### src/rtl/alu_flag_stack.sv
// Processor status register fed by the ALU flags, with a small LIFO save stack
// for nested interrupts and evaluation of the 16 branch condition codes.
module alu_flag_stack #(
    parameter int DEPTH = 4
) (
    input  logic       Clock,
    input  logic       nReset,
    input  logic [3:0] Flags,
    input  logic       FlagsWe,
    input  logic       Push,
    input  logic       Pop,
    input  logic       ClearErr,
    input  logic [3:0] Cond,
    output logic [3:0] StatusFlags,
    output logic       CondTrue,
    output logic [2:0] Depth,
    output logic       StackErr
);

    typedef enum logic [1:0] {
        ST_EMPTY   = 2'd0,
        ST_PARTIAL = 2'd1,
        ST_FULL    = 2'd2
    } state_t;

    logic [3:0] stack_r [DEPTH];
    logic [3:0] status_r;
    logic [2:0] depth_r;
    logic       err_r;

    state_t     state_s;
    logic [3:0] status_s;
    logic [2:0] depth_s;
    logic       err_s;
    logic       err_new_s;
    logic       wr_en_s;
    logic [3:0] top_s;
    logic       cond_s;

    // Stack state decoded from the occupancy counter
    always_comb begin
        state_s = ST_PARTIAL;
        if (depth_r == 3'd0) begin
            state_s = ST_EMPTY;
        end else if (depth_r == 3'(DEPTH)) begin
            state_s = ST_FULL;
        end else begin
            state_s = ST_PARTIAL;
        end
    end

    // Top-of-stack read mux
    always_comb begin
        top_s = 4'b0000;
        for (int i = 0; i < DEPTH; i++) begin
            if (depth_r == 3'(i + 1)) begin
                top_s = stack_r[i];
            end else begin
                top_s = top_s;
            end
        end
    end

    // Next-state: illegal push+pop first, then pop, then push, then plain capture
    always_comb begin
        status_s  = status_r;
        depth_s   = depth_r;
        err_new_s = 1'b0;
        wr_en_s   = 1'b0;
        if (Push && Pop) begin
            err_new_s = 1'b1;
        end else if (Pop) begin
            if (state_s != ST_EMPTY) begin
                status_s = top_s;
                depth_s  = depth_r - 3'd1;
            end else begin
                err_new_s = 1'b1;
                if (FlagsWe) begin
                    status_s = Flags;
                end else begin
                    status_s = status_r;
                end
            end
        end else if (Push) begin
            if (state_s != ST_FULL) begin
                wr_en_s = 1'b1;
                depth_s = depth_r + 3'd1;
            end else begin
                err_new_s = 1'b1;
            end
            if (FlagsWe) begin
                status_s = Flags;
            end else begin
                status_s = status_r;
            end
        end else if (FlagsWe) begin
            status_s = Flags;
        end else begin
            status_s = status_r;
        end
        // A fresh error outranks a same-cycle clear
        if (err_new_s) begin
            err_s = 1'b1;
        end else if (ClearErr) begin
            err_s = 1'b0;
        end else begin
            err_s = err_r;
        end
    end

    // Status, depth and sticky error registers
    always_ff @(posedge Clock or negedge nReset) begin
        if (!nReset) begin
            status_r <= 4'b0000;
            depth_r  <= 3'd0;
            err_r    <= 1'b0;
        end else begin
            status_r <= status_s;
            depth_r  <= depth_s;
            err_r    <= err_s;
        end
    end

    // Stack slots; a push writes the pre-update status at index Depth
    always_ff @(posedge Clock or negedge nReset) begin
        if (!nReset) begin
            for (int i = 0; i < DEPTH; i++) begin
                stack_r[i] <= 4'b0000;
            end
        end else begin
            for (int i = 0; i < DEPTH; i++) begin
                if (wr_en_s && (depth_r == 3'(i))) begin
                    stack_r[i] <= status_r;
                end
            end
        end
    end

    // Branch condition evaluation; status bits are N,Z,C,V from MSB down
    always_comb begin
        cond_s = 1'b0;
        case (Cond)
            4'd0:    cond_s = 1'b1;
            4'd1:    cond_s = 1'b0;
            4'd2:    cond_s = status_r[2];
            4'd3:    cond_s = !status_r[2];
            4'd4:    cond_s = status_r[1];
            4'd5:    cond_s = !status_r[1];
            4'd6:    cond_s = status_r[3];
            4'd7:    cond_s = !status_r[3];
            4'd8:    cond_s = status_r[0];
            4'd9:    cond_s = !status_r[0];
            4'd10:   cond_s = status_r[1] && !status_r[2];
            4'd11:   cond_s = !status_r[1] || status_r[2];
            4'd12:   cond_s = (status_r[3] == status_r[0]);
            4'd13:   cond_s = (status_r[3] != status_r[0]);
            4'd14:   cond_s = !status_r[2] && (status_r[3] == status_r[0]);
            4'd15:   cond_s = status_r[2] || (status_r[3] != status_r[0]);
            default: cond_s = 1'b0;
        endcase
    end

    assign StatusFlags = status_r;
    assign Depth       = depth_r;
    assign StackErr    = err_r;
    assign CondTrue    = cond_s;

endmodule

### config.mk
export PLATFORM = sky130hd
export DESIGN_NAME = alu_flag_stack
export DESIGN_NICKNAME = d
export VERILOG_FILES = /design/src/rtl/alu_flag_stack.sv
export SDC_FILE = /design/constraint.sdc
export NUM_CORES = 1
export LEC_CHECK = 0
export BUFFER_PORTS_ARGS = -buffer_cell sky130_fd_sc_hd__buf_2
export CAP_MARGIN = 20
export CORE_ASPECT_RATIO = 1.1
export CORE_MARGIN = 2
export CORE_UTILIZATION = 42
export CTS_CLUSTER_DIAMETER = 80
export CTS_CLUSTER_SIZE = 14
export DETAILED_ROUTE_END_ITERATION = 8
export GPL_ROUTABILITY_DRIVEN = 0
export SLEW_MARGIN = 25
export SYNTH_ARGS = -nofsm -noshare
export SYNTH_HDL_FRONTEND = slang
export SYNTH_SLANG_ARGS = --single-unit
export TNS_END_PERCENT = 30
### constraint.sdc
create_clock -name Clock -period 4.06 [get_ports Clock]
set_input_delay 0.609 -clock Clock [delete_from_list [all_inputs] [get_ports Clock]]
set_output_delay 0.609 -clock Clock [all_outputs]
set_load 0.005 [all_outputs]
Word-level counts from Yosys, hierarchy flattened
Index checks and enable logic that the tools add are counted.
{"block": "totals", "ff_bits": 24, "in_bits": 14}
{"block": "op_classes", "addsub": 2, "eq_ne": 23, "mux": 25, "bitwise_logic": 1, "n_reduce_logical": 20}
{"operator": "$eq 4x4->1 const B", "count": 8}
{"operator": "$mux 4", "count": 7}
{"operator": "$eq 4x3->1 const B", "count": 4}
{"operator": "$pmux 1 s16", "count": 1}
{"operator": "$mux 3", "count": 4}
{"operator": "$mux 1", "count": 11}
{"operator": "$eq 4x2->1 const B", "count": 2}
{"operator": "$reduce_bool 2->1", "count": 4}
{"operator": "$logic_and 1x1->1", "count": 7}
{"operator": "$eq 3x2->1 const B", "count": 2}
{"operator": "$eq 4x1->1 const B", "count": 1}
{"operator": "$logic_not 1->1", "count": 4}
{"operator": "$logic_not 4->1", "count": 1}
{"operator": "$mux 2", "count": 2}
{"operator": "$reduce_and 4->1", "count": 1}
{"operator": "$add 3x1->3 const B", "count": 1}
{"operator": "$eq 3x1->1 const B", "count": 1}
{"operator": "$eq 3x3->1 const B", "count": 1}
{"operator": "$logic_not 3->1", "count": 1}
{"operator": "$sub 3x1->3 const B", "count": 1}
{"operator": "$logic_or 1x1->1", "count": 2}
{"operator": "$ne 2x1->1 const B", "count": 1}
{"operator": "$ne 2x2->1 const B", "count": 1}
{"operator": "$eq 1x1->1", "count": 1}
{"operator": "other kinds (2)", "count": 2}

Depth between registers and ports, before layout
Gate-level depths: netlist (run 1).
{"block": "logic_depth", "ltp_word": 9, "depth_mapped": 8, "ltp_nobuf": 6}

Worst setup path before layout (run 1)
Ideal clock, no wire load.
{"block": "synth_timing", "path_type": "in2out", "startpoint": "input Cond[1]", "endpoint": "output CondTrue", "t_arrival_ns": 1.348, "required_time_ns": 3.451, "slack_ns": 2.103, "stages": 4, "n_path_buf": 0, "cell_sequence": "or3b_1 > o311ai_0 > o21ai_0 > o221ai_1"}
{"block": "synth_between", "elab_chain_cells": 2, "word_cells_on_any_way": 17, "classes_between": "eq/ne: 15; mux: 1; reduce/logical: 1"}
{"item": "start: declaration", "line": "13", "rtl": "input logic [3:0] Cond,"}
{"item": "$eq 4x4->1, or another cell as far along", "line": "142", "rtl": "case (Cond)"}
{"item": "$pmux 1 s16 (*)", "line": "142"}
{"item": "end: declaration", "line": "15", "rtl": "output logic CondTrue,"}
Mark *: on every way between the ends. The rest lies on a longest branch, timed or not.

Final worst setup path (run 1)
{"block": "layout_timing", "startpoint": "register status_r[0] (netlist: StatusFlags[0])", "endpoint": "output CondTrue"}
{"block": "layout_between", "elab_chain_cells": 3, "word_cells_on_any_way": 6, "classes_between": "eq/ne: 2; mux: 1; reduce/logical: 3"}
{"item": "start: declaration", "line": "27", "rtl": "logic [3:0] status_r;"}
{"item": "start signal: assignment", "line": "118", "rtl": "status_r <= status_s;"}
{"item": "$ne 1x1->1 / $eq 1x1->1 (equally long branches)"}
{"item": "$logic_or 1x1->1 / $logic_and 1x1->1 (equally long branches)", "line": "158, 157"}
{"item": "$pmux 1 s16 (*)", "line": "142"}
Marks and branches as above.

==> results of run 1 <==
worst max-delay path, stage by stage, from the launching register on:
cell and delay, ps:
dfrtp_1 510, or3b_1 400, o311ai_0 100, o21ai_0 140
o221ai_1 180, buf_2 140
stage by stage:
step | instances | area, µm² | hold WS, ps
floorplan | 142 | 1520 | 313
detailed placement | 206 | 1650 | 497
CTS | 210 | 1700 | 260
global placement | 206 | 1650 | 476
global route | 210 | 1700 | 273
finish | 210 | 1700 | 254
routing by layer:
layer	share of wire	wire length (µm)	vias up
met4	0.0054	17	0
met3	0.046	143	4
met2	0.45	1400	32
li1	-	-	569
met1	0.50	1570	539
met5	0	0	-
cells in the final DEF, fill, tap and decap left out, types with 2 or more instances in the layout:
cell type  count
ha_1           6
xnor2_1        4
dfrtp_1       24
nand2_1        7
a32oi_1        3
o21ai_0        7
nor3b_4        3
a21oi_1       11
a211oi_1       2
a222oi_1       3
nand2b_1       4
buf_2         22
and2_1         4
clkbuf_4       3
o2bb2ai_1      4
a21boi_0       3
mux2_2        15
a221o_1        3
nor2b_1        2
nor2_1         3
a21o_1         3
inv_1          8
final timing paths:
path / end / slack [ps] / cells after the start
min: StatusFlags[3] / 250 / 1
min in group Clock: stack_r[2] / 520 / 1
min reg2reg: stack_r[2] / 520 / 1
max: CondTrue / 1670 / 5
max reg2reg: stack_r[0] / 1990 / 5
max in group asynchronous: stack_r[14] / 3450 / 1
flip-flops by register name, summed over array words and instances, names as in the netlist:
name / cells
Depth: 3
StackErr: 1
StatusFlags: 4
stack_r: 16
cells by family after synthesis:
family | count (synthesis) | share of synthesized area
adders and majority gates | 6 | 0.0494
AOI/OAI and AO/OA | 46 | 0.217
DFF | 24 | 0.395
xor gates and xnor gates | 5 | 0.0288
buffers and inverters | 14 | 0.0469
and+or+nand+nor | 30 | 0.138
muxes | 17 | 0.125
layout make-up:
type | count | share of cell area
Multi-Input combinational cell | 104 | 0.498
Sequential cell | 24 | 0.353
Timing Repair Buffer | 22 | 0.0648
Tap cell | 48 | 0.0353
Clock inverter | 1 | 0.0177
Inverter | 8 | 0.0177
Clock buffer | 3 | 0.0132
power groups by stage:
stage	clock (mW)	combinational [mW]	sequential [mW]
finish	0.172	0.440	0.435
global route	0.189	0.497	0.453
CTS	0.177	0.443	0.436
detailed placement	0	0.440	0.442
global placement	0	0.431	0.437
floorplan	0	0.361	0.403
==> metrics.txt, run 1 <==
Starting Density 0.445; Fin. Hold Viols 0; vias per inst approximately 5.4; initial antenna violation count 0; Synth cell types 40; CTS tree yes; core area 3410 µm²; Worst Hold Class primary input to async pin; vias in the first global route 1125; setup TNS 0 ps; most frequent cell after synthesis dfrtp_1; Int Pwr 0.658 mW; power consumption 1.05 mW; RSZ-0062 raised after global routing false; root buf cell clkbuf_4; die area 4110 µm²; post-synthesis sequential area ratio 0.395; Clock Skew 1.09 ps; All-Layer GR Usage 0.171; Final Setup Violations 0; Worst Setup Start Kind flop; layout net count about 180; DR vias between 1k and 1.5k; hold buffers post-CTS 0; synth top area cells dfrtp_1 (40%), mux2_2 (11%), ha_1 (4.9%); hpwl dp 2320 µm; Post-synth EDFFs 0; synthesized area 1520 µm²; # rows 22; met2 Usage GRT 0.266; Gate power share 0.420; synth cell count leaders dfrtp_1 (24), mux2_2 (15), a21oi_1 (11); NetSw 0.389 mW; Setup Buffers After CTS 0; ANT nets after route 0; Fillers about 340; H-Tree Level Count 1; Reg clk slew, reported paths between 100 and 150 ps; TritonCTS Buffers 3; PnR worst setup slack ~1700 ps; clock share of power 0.164; CP startpoint StatusFlags[0]; VDD IR-drop max 0.286 mV; Yosys Warn Count 0; port bufs 22; clk buf depth 2; pin count of the biggest net entering global routing 25; Synth Instances 142; largest area contributor in the netlist dfrtp_1; DIE HEIGHT 67.1 µm; CP arrival 1790 ps; area grow syn2layout 11.9%; CP Class flop to output pin; drc violations 0; DR pass1 iterations 4; first-pass GRT wire length 5380 µm; Final period util 0.590; register bit total from synthesis 24; LEAKAGE 0.790 nW; Max-slew headroom 0.639; Syn Nets 162; required time worst endpoint between 3000 and 4000 ps; ys flop type dfrtp_1; Synth top area share 0.395; Worst Max-Slew Pin Slew 542 ps; met3 Use GR 0.0388; die width ~61 µm; PD cells 616 nW/µm²; total wire length approximately 3100 µm; GR peak layer met2; DRT iter0 DRCs 51; Net Sw Frac 0.372; FF+latch area 601 µm²; crit path capture type output pin; status completed; Post-Syn Area per Cell 10.7 µm²; Ports 23; Antenna Cells 0; max_cap viols 0; FF-to-FF Start Depth[1]; sequential power share 0.416; CTS Sinks 24; GRT overflow 0; routing usage on met1 0.250; multi-input logic area 847 µm²; Async S/R FF share, synth 1.00; per-cell routed wire length 14.9 µm; post-layout util 0.498; Fmax 418 MHz; DP Worst Slack 1810 ps; share of cells above drive strength 1 0.290; min Tclk post-route 2390 ps; number of max-slew violations in the final report 0; Max FO, Critical Path 9; PostCTS Resize Cnt 0; Clock Latency Late Sink 320 ps
Power figures use the tool's default switching activity.
==> run 2: changes to the inputs <==
ABC_AREA = 1   (was unset)
clock period = 2.15 ns   (was 4.06 ns; I/O delays follow)
==> run 2 against run 1 <==
  * Core utilization grew 0.11 points
  * Largest power group unchanged
  * Hold slack got worse by 62 ps
  * Non-clock buffer count is 1 higher
  * Via count is 19% higher
  * Critical path depth rose by 4
  * Sequential share of layout area increased by 0.50 points
==> metrics.txt, run 2 <==
TritonCTS Buffers 3; required time worst endpoint around 1800 ps; number of max-slew violations in the final report 0; DR pass1 iterations 5; port bufs 22; vias per inst 5.00; Top reg by flops stack_r; per-cell routed wire length 12.0 µm; layout net count 246; post-synthesis sequential area ratio 0.402; max reg flops 16; synth top area cells dfrtp_1 (40%), nand2_1 (13%), inv_1 (6.3%); Async S/R FF share, synth 1.00; synth cell count leaders nand2_1 (53), inv_1 (25), dfrtp_1 (24); commonest non-fill, non-tap cell in the layout nand2_1; Hold WS 193 ps; Worst Max-Slew Pin Slew ~540 ps; clock share of power 0.095; synthesized area 1490 µm²; Post-Syn Area per Cell 7.43 µm²; CP startpoint StatusFlags[3]; simple-gate share of the synthesized area 0.276; CP arrival 1660 ps; area grow syn2layout 12.3%; crit path capture type output pin; XOR/XNOR Fraction of Synth Area 0.0226; All-Layer GR Usage 0.185; sequential power share 0.412; root buf cell clkbuf_4; Fin. Hold Viols 0; total wire length 3260 µm; RSZ-0062 raised after global routing false; main combinational cell family by area after synthesis simple AND/OR/NAND/NOR gates; Worst Hold Class primary input to flop; Net Sw Frac 0.450; Ports 23; DIE HEIGHT 66.5 µm; multiplexer area fraction after synthesis 0; die area 4050 µm²; Syn Nets 221; Top Metal Used met4; LEAKAGE ~0.84 nW; vias in the first global route 1274; Final Setup Violations 0; Yosys Warn Count 0; commonest cells after routing, fill and taps aside nand2_1 (53), inv_1 (25), dfrtp_1 (24); Starting Density 0.444; register bit total from synthesis 24; Fillers 366; Post-synth EDFFs 0; Setup Buffers After CTS 0; FF-to-FF Start Depth[0]; setup TNS 0 ps; Clock Latency Late Sink 310 ps; ANT nets after route 0; Met3 Wirelength about 100 µm; status completed; Synth top area share 0.402; Int Pwr roughly 1.1 mW; adder-cell share of the synthesized area 0.0503; hold path startpoint ClearErr; post-layout util 0.499; Clock Skew 1.69 ps; drc violations 0; initial antenna violation count 0; WL met1 1580 µm; core area 3360 µm²; multi-input logic area 768 µm²; met2 WL 1560 µm; DR vias 1360; Compound-Gate Fraction of Synth Area 0.166; min Tclk post-route 1990 ps; Synth cell types 26; pin count of the biggest net entering global routing 25; PD cells 1220 nW/µm²; Max FO, Critical Path 7; NetSw approximately 0.9 mW; CTS Sinks 24; Fmax 503 MHz; most frequent cell after synthesis nand2_1; # rows 22; CTS tree yes; die width between 60 and 70 µm; clk buf depth 2; CP Class flop to output pin; reg2reg setup slack 360 ps; H-Tree Level Count 1; VDD IR-drop max 0.454 mV; Worst Setup Start Kind flop; max_cap viols 0; Final period util 0.924; largest area contributor in the netlist dfrtp_1; hpwl dp 2580 µm; ys flop type dfrtp_1; Antenna Cells 0; share of cells above drive strength 1 0.156; Max-slew headroom 0.642; GRT overflow 0; FF+latch area 601 µm²; Reg clk slew, reported paths 130 ps; Synth Instances between 200 and 250; first-pass GRT wire length approximately 5700 µm; DRT iter0 DRCs 56; Gate power share 0.494
run 2: changes by cell type after synthesis, moves of 4 or more:
| cell | delta |
|---|---|
| nand2_1 | +46 |
| nor2_1 | +18 |
| inv_1 | +17 |
| mux2_2 | -15 |
| o21ai_0 | +11 |
| nand3_1 | +10 |
| a21oi_1 | +6 |
| nand4_1 | +5 |
| and2_1 | -4 |
| nand2b_1 | -4 |
| o2bb2ai_1 | -4 |
run 2: final timing paths:
| kind | cells after the start | endpoint |
|---|---|---|
| max in group asynchronous | 2 | stack_r[11] |
| setup reg to reg | 6 | stack_r[14] |
| hold / removal | 2 | StackErr |
| min in group asynchronous | 2 | Depth[0] |
| hold reg to reg | 1 | stack_r[3] |
| setup / recovery | 9 | CondTrue |
run 2: power by group through the flow:
| stage | clock, mW | sequential [mW] | combinational [mW] |
|---|---|---|---|
| CTS | 0.208 | 0.846 | 1.02 |
| detailed placement | 0 | 0.859 | 1.01 |
| finish | 0.195 | 0.844 | 1.01 |
| floorplan | 0 | 0.822 | 0.734 |
| global route | 0.230 | 0.873 | 1.17 |
| global placement | 0 | 0.848 | 0.998 |
run 2: per-stage QoR:
| step | setup WS [ps] | cells | area, µm² | power (mW) |
|---|---|---|---|---|
| 2_1_floorplan | 609 | 201 | 1490 | 1.56 |
| 3_3_place_gp | 409 | 268 | 1640 | 1.85 |
| 3_5_place_dp | 374 | 268 | 1640 | 1.87 |
| 4_1_cts | 183 | 272 | 1680 | 2.07 |
| 5_1_grt | 10.4 | 272 | 1680 | 2.27 |
| 6_report | 163 | 272 | 1680 | 2.05 |
run 2: what timing repair did:
action | CTS | global route
gates resized for setup | 0 | 1
endpoints found under the hold margin | 24 | 0
setup endpoints to repair | 0 | 1
hold buffers | 1 | 0
run 2: logic make-up (layout without fill, tap and decap cells):
group,after synthesis,after routing
DFF,24,24
and+or+nand+nor,94,94
xor gates and xnor gates,3,3
buffers and inverters,30,53
adders and majority gates,6,6
AOI/OAI and AO/OA,44,44
run 2: layout make-up:
class,instances,area share
inverter,27,0.0627
tap,48,0.0358
timing repair buffer,23,0.0716
multi-input combinational,147,0.458
clock buffer,3,0.0134
sequential,24,0.358
run 2: metal layers:
| layer | global-route usage | vias to the layer above |
|---|---|---|
| met5 | 0 | - |
| met4 | 0.0380 | 0 |
| met3 | 0.0214 | 2 |
| met2 | 0.302 | 32 |
| met1 | 0.261 | 630 |
| li1 | - | 696 |
run 2: critical path, stage by stage, from the launching register on:
cell and delay, ps:
dfrtp_1 500, inv_1 190, nand2_1 90, nand2_1 90, nand2_1 50, nand2_1 70, o21ai_0 90, o211ai_1 90
nand2_1 70, buf_2 120
